==> config.mk <==
export PLATFORM = sky130hd
export DESIGN_NAME = pc_unit
export DESIGN_NICKNAME = d
export VERILOG_FILES = /design/src/rtl/pc_unit.sv
export SDC_FILE = /design/constraint.sdc
export NUM_CORES = 1
export LEC_CHECK = 0
export ABC_AREA = 1
export ABC_CLOCK_PERIOD_IN_PS = 2500
export BUFFER_PORTS_ARGS = -buffer_cell sky130_fd_sc_hd__buf_2
export CELL_PAD_IN_SITES_DETAIL_PLACEMENT = 1
export CELL_PAD_IN_SITES_GLOBAL_PLACEMENT = 1
export CORE_MARGIN = 1
export CORE_UTILIZATION = 34
export DETAILED_ROUTE_END_ITERATION = 10
export GPL_TIMING_DRIVEN = 1
export PLACE_DENSITY = 0.79
export SYNTH_ARGS = -nofsm -noshare
export SYNTH_HDL_FRONTEND = slang
export SYNTH_SLANG_ARGS = --single-unit
==> constraint.sdc <==
create_clock -name clk -period 2.5 [get_ports clk]
set_clock_uncertainty 0.1 [all_clocks]
set_input_delay 0.75 -clock clk [delete_from_list [all_inputs] [get_ports clk]]
set_output_delay 0.75 -clock clk [all_outputs]
set_load 0.01 [all_outputs]
==> src/rtl/pc_unit.sv <==
// pc_unit: program counter with branch/jump/trap select, stall, interrupt entry and EPC; PCU_REDIRECT_CNT_EN adds redirect_cnt
module pc_unit #(
  parameter int PC_W = 16,
  parameter int SRC_W = 8,
  parameter logic [PC_W-1:0] RESET_PC = 16'h0000,
  parameter logic [PC_W-1:0] INT_VECTOR = 16'h0005
) (
  input  logic             clk,
  input  logic             rst,
  input  logic [SRC_W-1:0] pc_src,
  input  logic             zero,
  input  logic             cond_inv,
  input  logic [PC_W-1:0]  pc_branch8,
  input  logic [PC_W-1:0]  pc_branch11,
  input  logic [PC_W-1:0]  pc_jump,
  input  logic             stall,
  input  logic             int_req,
  output logic [PC_W-1:0]  pc,
  output logic [PC_W-1:0]  pc_plus1,
  output logic [PC_W-1:0]  epc,
  output logic             in_handler,
  output logic             int_ack,
  output logic             redirect
`ifdef PCU_REDIRECT_CNT_EN
  ,
  output logic [15:0]      redirect_cnt
`endif
);
  localparam logic [SRC_W-1:0] SRC_BR8 = SRC_W'(8'h02);
  localparam logic [SRC_W-1:0] SRC_BR11 = SRC_W'(8'h03);
  localparam logic [SRC_W-1:0] SRC_JUMP = SRC_W'(8'h04);
  localparam logic [SRC_W-1:0] SRC_INT = SRC_W'(8'h28);
  localparam logic [SRC_W-1:0] SRC_ERET = SRC_W'(8'h29);
  typedef enum logic [1:0] {S_RUN, S_ENTRY, S_SERVICE} state_t;
  state_t r_state, w_nxt_state;
  logic [PC_W-1:0] r_pc, r_epc, w_nxt_pc, w_nxt_epc, w_pc_plus1, w_target;
  logic r_redirect, r_int_ack, w_nxt_redirect, w_nxt_ack, w_taken, w_seq;
  assign w_pc_plus1 = r_pc + PC_W'(1);
  assign w_taken = zero ^ cond_inv;
  // next-PC select, interrupt/trap entry and handler exit; stall freezes everything
  always_comb begin
    w_nxt_state = r_state;
    w_nxt_pc = r_pc;
    w_nxt_epc = r_epc;
    w_nxt_redirect = r_redirect;
    w_nxt_ack = 1'b0;
    w_target = w_pc_plus1;
    w_seq = 1'b1;
    case (pc_src)
      SRC_BR8: if (w_taken) begin w_target = pc_branch8; w_seq = 1'b0; end
      SRC_BR11: if (w_taken) begin w_target = pc_branch11; w_seq = 1'b0; end
      SRC_JUMP: begin w_target = pc_jump; w_seq = 1'b0; end
      SRC_INT: if (r_state == S_RUN) begin w_target = INT_VECTOR; w_seq = 1'b0; end
      SRC_ERET: if (r_state == S_SERVICE) begin w_target = r_epc; w_seq = 1'b0; end
      default: ;
    endcase
    if (!stall) begin
      w_nxt_pc = w_target;
      w_nxt_redirect = !w_seq;
      if (r_state == S_RUN && int_req) begin
        w_nxt_epc = (pc_src == SRC_INT) ? w_pc_plus1 : w_target;
        w_nxt_pc = INT_VECTOR;
        w_nxt_redirect = 1'b1;
        w_nxt_ack = 1'b1;
        w_nxt_state = S_ENTRY;
      end else if (r_state == S_RUN && pc_src == SRC_INT) begin
        w_nxt_epc = w_pc_plus1;
        w_nxt_state = S_ENTRY;
      end else if (r_state == S_ENTRY) begin
        w_nxt_state = S_SERVICE;
      end else if (r_state == S_SERVICE && pc_src == SRC_ERET) begin
        w_nxt_state = S_RUN;
      end
    end
  end
  // state and PC registers
  always_ff @(posedge clk or negedge rst) begin
    if (!rst) begin
      r_state <= S_RUN;
      r_pc <= RESET_PC;
      r_epc <= '0;
      r_redirect <= 1'b0;
      r_int_ack <= 1'b0;
    end else begin
      r_state <= w_nxt_state;
      r_pc <= w_nxt_pc;
      r_epc <= w_nxt_epc;
      r_redirect <= w_nxt_redirect;
      r_int_ack <= w_nxt_ack;
    end
  end
`ifdef PCU_REDIRECT_CNT_EN
  logic [15:0] r_redirect_cnt;
  // counts cycles spent with redirect asserted
  always_ff @(posedge clk or negedge rst) begin
    if (!rst) r_redirect_cnt <= '0;
    else r_redirect_cnt <= r_redirect_cnt + {15'd0, r_redirect};
  end
  assign redirect_cnt = r_redirect_cnt;
`endif
  assign pc = r_pc;
  assign pc_plus1 = w_pc_plus1;
  assign epc = r_epc;
  assign in_handler = (r_state != S_RUN);
  assign int_ack = r_int_ack;
  assign redirect = r_redirect;
endmodule

==> results.yml, run 1 <==
outcome:
  status: "finished, violations left"
  violations: "setup timing"
floorplan:
  die-area_sq_um: 9730
  initial_utilization_pct: 35.7
  pin_count: 113
  coreArea_sq_um: 8890
  die_w_um: 98.6
  row_count: 34
  die-height_um: 98.6
yosys:
  synth-seq-cells: 36
  ys_seq_area_share_pct: 28.4
  synth_cell_type_count: 32
  netlist_instances: 528
  synth-warning-count: 0
  syn-num-nets: 591
  syn_area_sq_um: 3170
  synth.avg_cell_area_sq_um: 6.01
grt:
  gr-total-overflow: 0
  antenna_found_initial: 0
  track_usage_pct: 30.3
  grt_pass1_wl_mm: 22.7
  grt_pass1_vias: 4339
  grt_max_degree: 37
worst_setup_path:
  r2r_end: "epc[8]"
  crit_top_cell: "nand2_2"
  endpoint: "pc_plus1[15]"
  critPathLaunch: "pc[4]"
  reg2reg_slack_ns: -0.09
  critPathMaxStageDelay_ns: 0.45
  crit_arrival_ns: 1.89
  path_class: "reg -> out"
  worst_setup_path_start_kind: "flip-flop"
  path_buf_inv: 1
  critical_path.top_delay_family: "simple AND/OR/NAND/NOR gates"
  path_cells: "nand2_2, nor2_2, nand2_2, nor2_4, nand2_4, o21ai_2, nand2_2, buf_6"
  worstPathMaxFanout: 4
  slowest_stage: "dfrtp_1"
  r2r_cells: 19
  cp_data_required_time_ns: 1.65
  cp_num_cells: 8
  cp-end-kind: "output port"
  r2r_start: "pc[0]"
final_layout:
  finalNonFillerCells: 802
  drive_gt1_share_pct: 39.2
  mostFrequentLayoutCell: "nand2_1"
  fin_area_sq_um: 4650
  n_antenna_cell: 0
  layout_common_cells: "nand2_1, buf_2, inv_1, buf_4"
  syn_to_final_growth_pct: 46.5
  fin_nets: 756
placement:
  dp_hpwl_mm: 10.3
  gp_congestion: 0.948
  portBuffers: 112
  dpl.cell_count: 754
  place_area_sq_um: 3930
detailed_routing:
  dr.pass1.iters: 5
  routedWlPerCell_um: 20.1
  drc: 0
  via_per_inst: 5.47
  drtAntennaViolNets: 0
  drtIter0Drc: 302
  routed_wl_mm: 16.1
  vias: 4384
power_and_ir_drop:
  pwr_density_cell_nw_per_um2: 828
  p_total_mw: 3.85
  ir_worst_vdd_mv: 0.524
  p_leak_nw: 2.70
timing:
  fin_crit_ns: 2.74
  finalHoldViolations: 0
  rsz0062_at_grt: "yes"
  maxSlewViolCount: 0
  timing.fmax_mhz: 364
  slew_headroom_pct: 53.1
  finalSetupViolations: 15
  tightest_slew_ns: 0.703
  holdWs_ns: 0.390
  timing.setup.tns_ns: -2.06
  timing.final.crit_share_pct: 110
  layout_setup_ws_ns: -0.244
clock_tree:
  htreeDepth: 2
  cts_buffers: 5
  clk_pin_slew_worst_paths_ns: 0.07
  worstSkewPairLatency_ns: 0.31
  root_buffer: "clkbuf_8"
  cts_tree: "done"
  clock_sink_count: 36
  ctsLongestPathBuffers: 2
run:
  max_cap_viol_count: 0
worst_hold_path:
  hold_class: "in -> async"
-- per-layer routing --
layer / up-vias / track usage (%) / share of wire [%]
met5: - / 0 / 0
met4: 0 / 13.2 / 5.1
met3: 72 / 4.82 / 6.8
met2: 248 / 51.6 / 47
met1: 2091 / 38.1 / 41
li1: 1973 / - / -
-- per-stage QoR --
step / utilization (%) / setup slack, ns
5_1_grt: 52.3 / -0.311
3_3_place_gp: 44.2 / 0.105
4_1_cts: 48.6 / -0.115
6_report: 52.3 / -0.244
2_1_floorplan: - / 0.256
3_5_place_dp: 44.2 / -0.0256
-- synth_stat cells, drive strengths merged --
| master | instances | area share, % |
|---|---|---|
| a21boi | 1 | 0.24 |
| a31oi | 1 | 0.20 |
| a21oi | 24 | 5.0 |
| nor3 | 1 | 0.16 |
| o21bai | 1 | 0.24 |
| o21ai | 26 | 4.1 |
| clkbuf | 3 | 0.35 |
| nand2 | 245 | 30 |
| nor2 | 47 | 8.1 |
| ha | 1 | 0.39 |
| nand4 | 13 | 2.6 |
| inv | 66 | 7.9 |
| or2 | 1 | 0.20 |
| xor2 | 4 | 1.1 |
| nand3 | 39 | 6.9 |
| o22ai | 4 | 0.79 |
| dfrtp | 36 | 28 |
| buf | 13 | 3.0 |
| and2 | 1 | 0.20 |
| xnor2 | 1 | 0.28 |
-- final cells by class --
| class | count | area [sq um] |
|---|---|---|
| well taps | 108 | 135 |
| clock buffers | 6 | 72.6 |
| multi-input cells | 410 | 2140 |
| repair buffers | 174 | 1100 |
| clock inverters | 2 | 35.0 |
| fillers | 1220 | 4240 |
| inverters | 66 | 258 |
| flip-flops and latches | 36 | 906 |
-- worst min-delay path by stage --
stage	start	to	slack (ns)	depth (start not counted)
global placement	epc[10]	epc[10]	0.39	2
finish	rst	epc[2]	0.39	2
CTS	rst	epc[2]	0.42	2
floorplan	rst	epc[0]	0.35	0
global route	rst	epc[2]	0.41	2
detailed placement	epc[10]	epc[10]	0.40	2
-- kinds of logic after synthesis --
family	Yosys count	synth area share, %
AOI/OAI and AO/OA	57	10.5
and+or+nand+nor	347	48.1
adders and majority gates	1	0.394
DFF	36	28.4
xor gates and xnor gates	5	1.38
buffers and inverters	82	11.2
-- flip-flops by register name, indices dropped and copies added, names as in the netlist --
signal and cells:
r_state 2, redirect 1, int_ack 1, pc 16
epc 16
-- power by group --
part | switching (mW) | leakage [nW] | internal (mW)
registers | 0.231 | 0.464 | 0.777
logic | 1.41 | 2.18 | 0.899
clock network | 0.241 | 0.0552 | 0.297
-- repair_timing --
item / CTS / global route
pin swaps: 9 / 17
hold buffers: 0 / 0
endpoints found under the hold margin: 0 / 0
resized for setup: 27 / 58
setup endpoints to repair: 10 / 18
buffers inserted: 27 / 16
Power figures use the tool's default switching activity.
==> run 2: changes to the inputs <==
--- a/config.mk
+++ b/config.mk
@@ -5,7 +5,6 @@
 export SDC_FILE = /design/constraint.sdc
 export NUM_CORES = 1
 export LEC_CHECK = 0
-export ABC_AREA = 1
 export ABC_CLOCK_PERIOD_IN_PS = 2500
 export BUFFER_PORTS_ARGS = -buffer_cell sky130_fd_sc_hd__buf_2
 export CELL_PAD_IN_SITES_DETAIL_PLACEMENT = 1
@@ -14,7 +13,7 @@
 export CORE_UTILIZATION = 34
 export DETAILED_ROUTE_END_ITERATION = 10
 export GPL_TIMING_DRIVEN = 1
-export PLACE_DENSITY = 0.79
+export PLACE_DENSITY = 0.77
 export SYNTH_ARGS = -nofsm -noshare
 export SYNTH_HDL_FRONTEND = slang
 export SYNTH_SLANG_ARGS = --single-unit
==> run 2 against run 1 <==
  * The flow still finishes with violations (setup timing)
  * Synthesized cell count shrank 42%
  * Worst hold slack lost 0.090 ns
  * Utilization grew 5.4 points
  * Register-to-register slack lost 0.04 ns
  * Largest cell class unchanged
==> results.yml, run 2 <==
timing:
  finalSetupViolations: 13
  slew_headroom_pct: 67.3
  rsz0062_at_grt: "yes"
  fin_crit_ns: 2.75
  holdWs_ns: 0.300
  maxSlewViolCount: 0
  timing.final.crit_share_pct: 110
  layout_setup_ws_ns: -0.251
  tightest_slew_ns: 0.490
  timing.setup.tns_ns: -1.46
  timing.fmax_mhz: 363
  finalHoldViolations: 0
detailed_routing:
  vias: 3405
  drc: 0
  via_per_inst: 5.78
  routed_wl_mm: 12.6
  drtAntennaViolNets: 0
  routedWlPerCell_um: 21.4
  dr.pass1.iters: 5
  drtIter0Drc: 308
worst_hold_path:
  hold_class: "in -> async"
clock_tree:
  htreeDepth: 2
  cts_buffers: 5
  clk_pin_slew_worst_paths_ns: 0.08
  worstSkewPairLatency_ns: 0.30
  ctsLongestPathBuffers: 2
  clock_sink_count: 36
  root_buffer: "clkbuf_8"
  cts_tree: "done"
floorplan:
  pin_count: 113
  initial_utilization_pct: 35.6
  coreArea_sq_um: 7370
  die-height_um: 89.8
  row_count: 31
  die-area_sq_um: 8070
  die_w_um: 89.8
placement:
  portBuffers: 112
  place_ws_ns: -0.421
  gp_congestion: 0.868
  dp_hpwl_mm: 8.41
yosys:
  synthTopCellsByCount: "dfrtp_1, nand2_1, nor2_1"
  yosysTopAreaCell: "dfrtp_1"
  synth.top_cell.area_share_pct: 34.4
  synth_flop_cell: "dfrtp_1"
  syn-num-nets: 368
  async_reset_ff_share_pct: 100
  ys_seq_area_share_pct: 34.4
  synth_cell_type_count: 54
  synthTopCellsByArea: "dfrtp_1, mux2i_1, nand2_1"
  synth.most_common_cell: "dfrtp_1"
  synth-seq-cells: 36
  synth-edff-count: 0
  synth-warning-count: 0
  syn_area_sq_um: 2620
  netlist_instances: 305
  synth.avg_cell_area_sq_um: 8.60
final_layout:
  ff_latch_area_sq_um: 907
  mostFrequentLayoutCell: "buf_2"
  layout_common_cells: "buf_2, buf_4, dfrtp_1, nand2_1, nor2_1"
  n_antenna_cell: 0
  multiInputGateArea_sq_um: 1850
  n_fill_cell: 914
  syn_to_final_growth_pct: 62.1
  post-route-util_pct: 57.7
  drive_gt1_share_pct: 52.4
  fin_nets: 553
outcome:
  status: "finished, violations left"
  violations: "setup timing"
worst_setup_path:
  critPathMaxStageDelay_ns: 0.40
  path_cells: "nand4_1, buf_4, nor3_1, xnor2_2, inv_1, buf_2"
  cp-end-kind: "output port"
  cp_data_required_time_ns: 1.65
  worstPathMaxFanout: 6
  path_class: "reg -> out"
  worst_setup_path_start_kind: "flip-flop"
  reg2reg_slack_ns: -0.13
  slowest_stage: "dfrtp_1"
  crit_arrival_ns: 1.90
grt:
  gr-total-overflow: 0
  grt_pass1_vias: 3423
  antenna_found_initial: 0
  track_usage_pct: 30.4
  grt_max_degree: 26
  grt_pass1_wl_mm: 19.1
power_and_ir_drop:
  pwr_density_cell_nw_per_um2: 865
  p_leak_nw: 2.00
  ir_worst_vdd_mv: 0.779
  p_total_mw: 3.67
run:
  max_cap_viol_count: 0
[run 2: cell types whose count changed in the layout (fill, tap and decap cells not counted), moves of 13 or more]
cell     change
nand2_2     -21
mux2i_1     +14
nand3_1     -23
inv_1       -36
inv_2       -13
nand2_1    -190
buf_4       +31
[run 2: worst paths after layout]
path                         start           end  depth (start not counted)
max                          pc[4]  pc_plus1[12]                          6
min in group clk           epc[13]       epc[13]                          2
min reg2reg                epc[13]       epc[13]                          2
max reg2reg                  pc[4]       epc[14]                         13
max in group asynchronous      rst        pc[10]                          2
min                            rst       epc[15]                          1
[run 2: routing by layer]
layer	share of wire, %	track usage [%]
met3	7.4	4.74
met2	48	51.3
met1	42	38.7
met5	0	0
met4	2.7	12.3
[run 2: through the flow]
step	std cells	cell area (sq um)
after floorplan	305	2650
final	589	4250
after detailed placement	549	3650
after global placement	549	3650
after global routing	589	4250
after CTS	574	3980
[run 2: repair_timing]
item                                    in CTS  in global routing
buffers inserted                            18                 17
gates resized for setup                     27                 35
pin swaps                                   16                 27
gates cloned                                 0                  0
endpoints found under the setup margin      23                 35
hold buffers                                 0                  0
[run 2: cell families (layout without fill, tap and decap cells)]
| group | after synthesis | in the layout | share of synthesized area [%] |
|---|---|---|---|
| adder cells (fa/ha/maj) | 1 | 1 | 0.477 |
| AO/OA/AOI/OAI | 92 | 92 | 25.8 |
| buffers and inverters | 35 | 220 | 5.10 |
| multiplexers | 21 | 21 | 8.35 |
| XOR/XNOR | 16 | 16 | 5.34 |
| flip-flops | 36 | 36 | 34.4 |
| AND/OR/NAND/NOR | 104 | 104 | 20.6 |
[run 2: cell type report]
class,count,area share (%)
multi-input combinational,234,43.5
timing repair buffer,198,29.1
sequential,36,21.3
tap,99,2.91
clock buffer,6,1.71
inverter,15,1.32
clock inverter,1,0.118
[run 2: worst max-delay path, delay by kind of cell (launching register included)]
kind	cells	cell delay, ns
xor gates and xnor gates	1	0.23
buffers and inverters	3	0.44
DFF	1	0.40
and+or+nand+nor	2	0.53
[run 2: where the power goes]
part / leakage, nW / switching (mW) / internal (mW)
sequential: 0.431 / 0.272 / 0.809
clock: 0.0410 / 0.227 / 0.190
combinational: 1.53 / 1.12 / 1.06
==> run 3: changes to the inputs <==
--- a/config.mk
+++ b/config.mk
@@ -9,10 +9,12 @@
 export BUFFER_PORTS_ARGS = -buffer_cell sky130_fd_sc_hd__buf_2
 export CELL_PAD_IN_SITES_DETAIL_PLACEMENT = 1
 export CELL_PAD_IN_SITES_GLOBAL_PLACEMENT = 1
+export CORE_ASPECT_RATIO = 1.1
 export CORE_MARGIN = 1
 export CORE_UTILIZATION = 34
 export DETAILED_ROUTE_END_ITERATION = 10
 export GPL_TIMING_DRIVEN = 1
+export MAX_ROUTING_LAYER = met4
 export PLACE_DENSITY = 0.77
 export SYNTH_ARGS = -nofsm -noshare
 export SYNTH_HDL_FRONTEND = slang
==> run 3 against run 2 <==
  * The run still ends with setup timing left
  * Critical endpoint is now pc_plus1[13]
  * Via count decreased by 4.6%
  * Critical path depth fell by 1
  * Critical path type unchanged
  * Register-to-register slack better by 0.39 ns
  * Worst hold slack better by 0.12 ns
  * Count of clock-buffer cells in the layout is 1 lower
  * First-iteration DRC count down 46%
==> results.yml, run 3 (synthesis results as in run 2) <==
outcome:
  status: "finished, violations left"
  violations: "setup timing"
placement:
  gp_congestion: 0.873
  place_ws_ns: -0.386
  dp_hpwl_mm: 8.26
  portBuffers: 112
  place_area_sq_um: 3660
detailed_routing:
  drc: 0
  routed_wl_mm: 11.4
  vias: 3248
  dr.pass1.iters: 4
  routedWlPerCell_um: 19.7
  drtAntennaViolNets: 0
  drtIter0Drc: 166
  via_per_inst: 5.58
floorplan:
  pin_count: 113
  initial_utilization_pct: 35.1
  die_w_um: 85.7
  row_count: 33
  coreArea_sq_um: 7470
  die-height_um: 94.1
  die-area_sq_um: 8070
worst_setup_path:
  worst_setup_path_start_kind: "flip-flop"
  slowest_stage: "dfrtp_1"
  path_cells: "nand4_1, buf_6, nor4_4, xor2_1, buf_2"
  path_class: "reg -> out"
  reg2reg_slack_ns: 0.26
  cp_data_required_time_ns: 1.65
  crit_arrival_ns: 1.79
  cp-end-kind: "output port"
  worstPathMaxFanout: 5
  critPathMaxStageDelay_ns: 0.41
power_and_ir_drop:
  pwr_density_cell_nw_per_um2: 872
  ir_worst_vdd_mv: 0.616
  p_total_mw: 3.65
  p_leak_nw: 2.01
clock_tree:
  cts_tree: "done"
  worstSkewPairLatency_ns: 0.30
  hold_buffers: 0
  htreeDepth: 2
  clock_sink_count: 36
  root_buffer: "clkbuf_8"
  clk_pin_slew_worst_paths_ns: 0.08
  cts_buffers: 5
  ctsLongestPathBuffers: 2
grt:
  track_usage_pct: 28.7
  grt_pass1_wl_mm: 17.4
  grt_max_degree: 37
  grt_pass1_vias: 3340
  antenna_found_initial: 0
  gr-total-overflow: 0
final_layout:
  mostFrequentLayoutCell: "buf_2"
  post-route-util_pct: 56.0
  fin_nets: 539
  n_antenna_cell: 0
  n_fill_cell: 927
  syn_to_final_growth_pct: 59.5
  multiInputGateArea_sq_um: 1830
  fin_area_sq_um: 4180
  ff_latch_area_sq_um: 905
  layout_common_cells: "buf_2, buf_4, dfrtp_1, nand2_1, nor2_1"
  drive_gt1_share_pct: 50.9
timing:
  finalSetupViolations: 6
  timing.fmax_mhz: 379
  timing.final.crit_share_pct: 106
  maxSlewViolCount: 0
  fin_crit_ns: 2.64
  slew_headroom_pct: 30.6
  tightest_slew_ns: 1.04
  finalHoldViolations: 0
  rsz0062_at_grt: "yes"
  layout_setup_ws_ns: -0.140
worst_hold_path:
  hold_class: "reg -> reg"
run:
  max_cap_viol_count: 0
-- run 3: where the power goes --
part / switching (mW) / internal, mW / total (mW) / leakage [nW]
sequential: 0.270 / 0.806 / 1.08 / 0.434
combinational: 1.05 / 0.993 / 2.04 / 1.53
clock: 0.232 / 0.295 / 0.528 / 0.0541
-- run 3: final cells by class --
class / count / share of cell area, %
tap: 105 / 3.14
multi-input combinational: 234 / 43.8
clock inverter: 3 / 1.02
timing repair buffer: 184 / 27.5
inverter: 15 / 1.35
clock buffer: 5 / 1.64
sequential: 36 / 21.6
-- run 3: path summary, 6_finish.rpt --
kind                          from            to  depth (start not counted)
max in group asynchronous      rst         pc[2]                          1
min in group asynchronous      rst        pc[14]                          1
setup reg to reg             pc[5]       epc[13]                          9
hold reg to reg            epc[15]       epc[15]                          2
setup / recovery             pc[5]  pc_plus1[13]                          5
hold / removal             epc[15]       epc[15]                          2
-- run 3: metal layers --
layer  GRT usage (%)  vias to the layer above  wire [um]
li1                -                     1478          -
met1            34.0                     1607       4580
met2            51.1                      143       5960
met3            3.43                       20        679
met4            8.75                        0        216
met5               -                        -          0
-- run 3: critical path, delay by kind of cell (launching register included) --
family / cells / cell delay (ns)
DFF: 1 / 0.41
buffers and inverters: 2 / 0.39
and+or+nand+nor: 2 / 0.43
xor gates and xnor gates: 1 / 0.27
-- run 3: through the flow --
stage / std cells / hold slack, ns / setup TNS, ns
final: 582 / 0.418 / -0.555
after global routing: 582 / 0.446 / -1.12
after CTS: 574 / 0.417 / -0.228
after detailed placement: 554 / 0.397 / -6.69
after global placement: 554 / 0.394 / -5.10
after floorplan: 305 / 0.354 / -0.147
-- run 3: timing repair --
| item | CTS | global route |
|---|---|---|
| setup endpoints to repair | 16 | 36 |
| pin swaps | 12 | 17 |
| gates resized for setup | 26 | 27 |
| buffers inserted | 12 | 8 |
